<file path="config.mk">
export PLATFORM = sky130hd
export DESIGN_NAME = stream_slice_deser
export DESIGN_NICKNAME = d
export VERILOG_FILES = /design/src/rtl/stream_slice_deser.sv
export SDC_FILE = /design/constraint.sdc
export NUM_CORES = 1
export LEC_CHECK = 0
export CAP_MARGIN = 20
export CORE_MARGIN = 1.5
export CORE_UTILIZATION = 30
export CTS_CLUSTER_DIAMETER = 50
export DETAILED_ROUTE_END_ITERATION = 16
export MAX_ROUTING_LAYER = met4
export SLEW_MARGIN = 20
export SYNTH_ARGS = -nofsm -noshare
export SYNTH_HDL_FRONTEND = slang
export SYNTH_SLANG_ARGS = --single-unit
</file>
<file path="constraint.sdc">
create_clock -name clk -period 2.5 [get_ports clk]
set_input_delay 0.375 -clock clk [delete_from_list [all_inputs] [get_ports clk]]
set_output_delay 0.375 -clock clk [all_outputs]
set_load 0.1 [all_outputs]
</file>
<file path="src/rtl/stream_slice_deser.sv">
// stream_slice_deser: rebuilds XLEN-bit words from SLICE-bit chunks that
// arrive on a valid/ready stream. Slot order and in-chunk bit order are
// selectable so both left- and right-streamed serializers can be undone.
// A chunk flagged in_last closes the word early; unwritten slots read 0.
module stream_slice_deser #(
   parameter int unsigned XLEN      = 32,
   parameter int unsigned SLICE     = 8,
   parameter int unsigned MSB_FIRST = 0,
   parameter int unsigned BIT_REV   = 0
) (
   input  logic                                 clk,
   input  logic                                 rst,
   input  logic                                 in_valid,
   output logic                                 in_ready,
   input  logic [SLICE-1:0]                     in_data,
   input  logic                                 in_last,
   output logic                                 out_valid,
   input  logic                                 out_ready,
   output logic [XLEN-1:0]                      out_data,
   output logic [$clog2(XLEN/SLICE+1)-1:0]      out_count,
   output logic                                 out_last
);

   localparam int unsigned N  = XLEN / SLICE;
   localparam int unsigned CW = $clog2(N + 1);
   localparam logic [CW-1:0] LAST_SLOT = CW'(N - 1);

   logic [XLEN-1:0]  acc_r;
   logic [CW-1:0]    cnt_r;
   logic [SLICE-1:0] chunk_s;
   logic [CW-1:0]    slot_s;
   logic [XLEN-1:0]  merged_s;
   logic             accept_s;
   logic             complete_s;
   logic             out_hs_s;

   // Mirror the bit order of one chunk (LSB becomes MSB)
   function automatic logic [SLICE-1:0] reverse_slice(input logic [SLICE-1:0] d);
      logic [SLICE-1:0] r;
      for (int b = 0; b < int'(SLICE); b++) begin
         r[b] = d[int'(SLICE) - 1 - b];
      end
      return r;
   endfunction

   // The output register frees up either when empty or when it drains this cycle
   assign in_ready   = !out_valid || out_ready;
   assign accept_s   = in_valid && in_ready;
   assign out_hs_s   = out_valid && out_ready;
   assign complete_s = accept_s && ((cnt_r == LAST_SLOT) || in_last);

   // Transform the incoming chunk and merge it into its slot of the accumulator
   always_comb begin
      chunk_s  = in_data;
      slot_s   = cnt_r;
      merged_s = acc_r;
      if (BIT_REV != 0) begin
         chunk_s = reverse_slice(in_data);
      end else begin
         chunk_s = in_data;
      end
      if (MSB_FIRST != 0) begin
         slot_s = LAST_SLOT - cnt_r;
      end else begin
         slot_s = cnt_r;
      end
      for (int k = 0; k < int'(N); k++) begin
         if (slot_s == CW'(k)) begin
            merged_s[k*SLICE +: SLICE] = chunk_s;
         end else begin
            merged_s[k*SLICE +: SLICE] = acc_r[k*SLICE +: SLICE];
         end
      end
   end

   // Accumulate chunks, publish finished words and retire them on handshake
   always_ff @(posedge clk) begin
      if (rst) begin
         acc_r     <= '0;
         cnt_r     <= '0;
         out_valid <= 1'b0;
         out_data  <= '0;
         out_count <= '0;
         out_last  <= 1'b0;
      end else if (accept_s) begin
         if (complete_s) begin
            // A new word replaces the old one even if it drains this cycle
            out_data  <= merged_s;
            out_count <= cnt_r + CW'(1);
            out_last  <= in_last;
            out_valid <= 1'b1;
            acc_r     <= '0;
            cnt_r     <= '0;
         end else begin
            acc_r <= merged_s;
            cnt_r <= cnt_r + CW'(1);
            if (out_hs_s) begin
               out_valid <= 1'b0;
            end
         end
      end else if (out_hs_s) begin
         out_valid <= 1'b0;
      end
   end

endmodule

</file>
==> results.cfg <==
[global_routing]
first_global_vias = 2588
grt_max_degree = 47
grt_pass1_wl_um = 13580
track_usage_pct = 15.96
grt-ovfl-total = 0
antenna_found_initial = 0

[setup_path]
cp_max_fo = 46
r2r_slack_ns = 0.59
cp.required_ns = 2.12
path_class = in -> out
end_kind = primary output
critPathArrivalTime_ns = 1.57
r2r-start = cnt_r[0]
start_kind = input pin
startpoint = out_ready

[layout]
fin_nets = 370
area_growth_pct = 21.43
fin_util_pct = 37.25
drive_above_1_share_pct = 20.28
antennaDiodeCount = 0

[synthesis]
synth_area_leaders = dfxtp_1 (46%), mux2i_1 (10%), a211oi_1 (7.6%)
ys.warnings.count = 0
synth_seq_cells = 72
yosysSeqAreaShare_pct = 45.71
synth_nets = 326
syn-mean-instance-area_um2 = 10.24
synthCells = 308
yosys.area.top_type = dfxtp_1
syn_area_mm2 = 0.003153
synth_top_area_share_pct = 45.71
yosysUniqueCellTypes = 31

[route]
avgRoutedWirePerCell_um = 16.87
drtIter0Drc = 99
drt_wl_total_um = 8285
postRouteAntennaNets = 0
via_per_inst = 5.234
firstDrtPassIters = 4
drc = 0
vias = 2570

[floorplan]
num_rows = 37
fp.coreArea_mm2 = 0.01028
die_h_um = 105.5
dieArea_mm2 = 0.01113
die_w_um = 105.5
io_pins = 51
start_util_pct = 30.68

[sta]
clock_skew_ns = 0.006528
period_share_pct = 77.99
setup_viol = 0
fmax_mhz = 512.9
timing.final.ws_setup_ns = 0.5503
worst_pin_slew_ns = 0.6187
tns_ns = 0
fin_crit_ns = 1.950
rsz0062_at_grt = false
report.final.slew_viol_count = 0
final_hold_viol_count = 0
slew_headroom_pct = 58.75

[clock_network]
cts_hold_buf = 0
ctsRootBufferMaster = clkbuf_8
clkTransAtPathRegs_ns = 0.07
numCtsBuffers = 9
clock_latency_ns = 0.35
cts_resized = 0
cts_tree = yes
htree_levels = 3
postCtsSetupBuffers = 0
cts_sinks = 72
cts.path.max_buffers = 2

[power_and_ir_drop]
p_total_mw = 2.696
p_leak_nw = 1.365
p_per_area_mw_per_mm2 = 704.1
ir_drop_mv = 0.2455

[flow_run]
cap_violations = 0

[placed_design]
portBuffers = 50
pre_cts_ws_ns = 0.4019
globalplace.congestion = 0.8018
hpwl_um = 5578

[status]
outcome = finished, final reports clean

[worst_hold_path]
hp-start = acc_r[24]
hold_class = reg -> reg
[final cells by class]
| class | count | area, um2 |
|---|---|---|
| Clock buffer | 10 | 127.6 |
| Clock inverter | 4 | 47.55 |
| Fill cell | 1059 | 6449 |
| Inverter | 30 | 115.1 |
| Multi-Input combinational cell | 177 | 1411 |
| Sequential cell | 72 | 1441 |
| Tap cell | 136 | 170.2 |
| Timing Repair Buffer | 62 | 515.5 |
[routing by layer]
| layer | vias to the layer above | global-route usage (%) | part of all wire (%) |
|---|---|---|---|
| met2 | 50 | 25.16 | 48 |
| met5 | - | - | 0 |
| met4 | 0 | 6.081 | 1.6 |
| met1 | 1259 | 20.51 | 47 |
| met3 | 13 | 2.721 | 3.3 |
| li1 | 1248 | - | - |
[per-stage QoR]
| stage | hold WS, ns | cells | instance area, um2 |
|---|---|---|---|
| 5_1_grt | 0.4781 | 491 | 3829 |
| 3_3_place_gp | 0.4418 | 477 | 3654 |
| 6_report | 0.4591 | 491 | 3829 |
| 3_5_place_dp | 0.4441 | 477 | 3654 |
| 2_1_floorplan | 0.4291 | 308 | 3153 |
| 4_1_cts | 0.4630 | 491 | 3829 |
[state kept, by name, indices dropped and copies added, names as in the netlist]
| register | flops |
|---|---|
| out_data | 32 |
| out_count | 3 |
| out_last | 1 |
| cnt_r | 3 |
| out_valid | 1 |
| acc_r | 32 |
[cells by family after synthesis]
group	count (synthesis)	share of synthesized area (%)
muxes	32	10.16
adders and majority gates	5	1.984
AOI/OAI and AO/OA	107	25.40
and+or+nand+nor	33	7.024
buffers and inverters	59	9.722
DFF	72	45.71
[placed cells by master, fill, tap and decap left out]
master and count:
o211a_1 2, buf_2 1, bufinv_16 1, nor2_1 1, mux2i_1 32, o211a_4 1, clkdlybuf4s50_1 11, clkinv_2 2
dfxtp_1 72, o31ai_1 3, and2_1 8, inv_4 1, nor3_4 1, a31oi_4 1, nor2_4 1, clkbuf_8 9
inv_1 29, nand4_2 1, buf_12 2, a211oi_2 1, ha_1 5, clkinvlp_4 1, or2_4 1, o32ai_1 24
o21ai_0 3, nand3_1 1, buf_4 48, nand2b_1 8, or4_1 1, clkbuf_1 1, nor2b_1 4, a211oi_1 32
nand4_1 6, a31oi_1 33, a21oi_1 7
[path summary, 6_finish.rpt]
path | depth (start not counted) | end
worst min-delay path | 1 | acc_r[24]
worst max-delay path | 4 | in_ready
worst max register to register | 6 | acc_r[4]
worst min register to register | 1 | acc_r[24]
[synth_stat cells, drive strengths merged]
library cell	count
o31ai	3
o32ai	24
o211a	3
and2	8
buf	25
mux2i	32
nand4	7
a21oi	7
ha	5
nand3	1
nor2	2
a211oi	33
inv	30
nand2b	8
dfxtp	72
nor2b	4
or4	1
clkbuf	4
o21ai	3
a31oi	34
or2	1
nor3	1
[report_power, final]
group,internal (mW),switching (mW),total (mW)
registers,1.19,0.0285,1.22
clock network,0.447,0.427,0.874
logic,0.150,0.450,0.600
total,1.79,0.905,2.70
[critical path, stage by stage]
cell and delay [ns]:
clkdlybuf4s50_1 0.46, nor2b_1 0.07, inv_4 0.41, buf_12 0.25
Power figures use the tool's default switching activity.
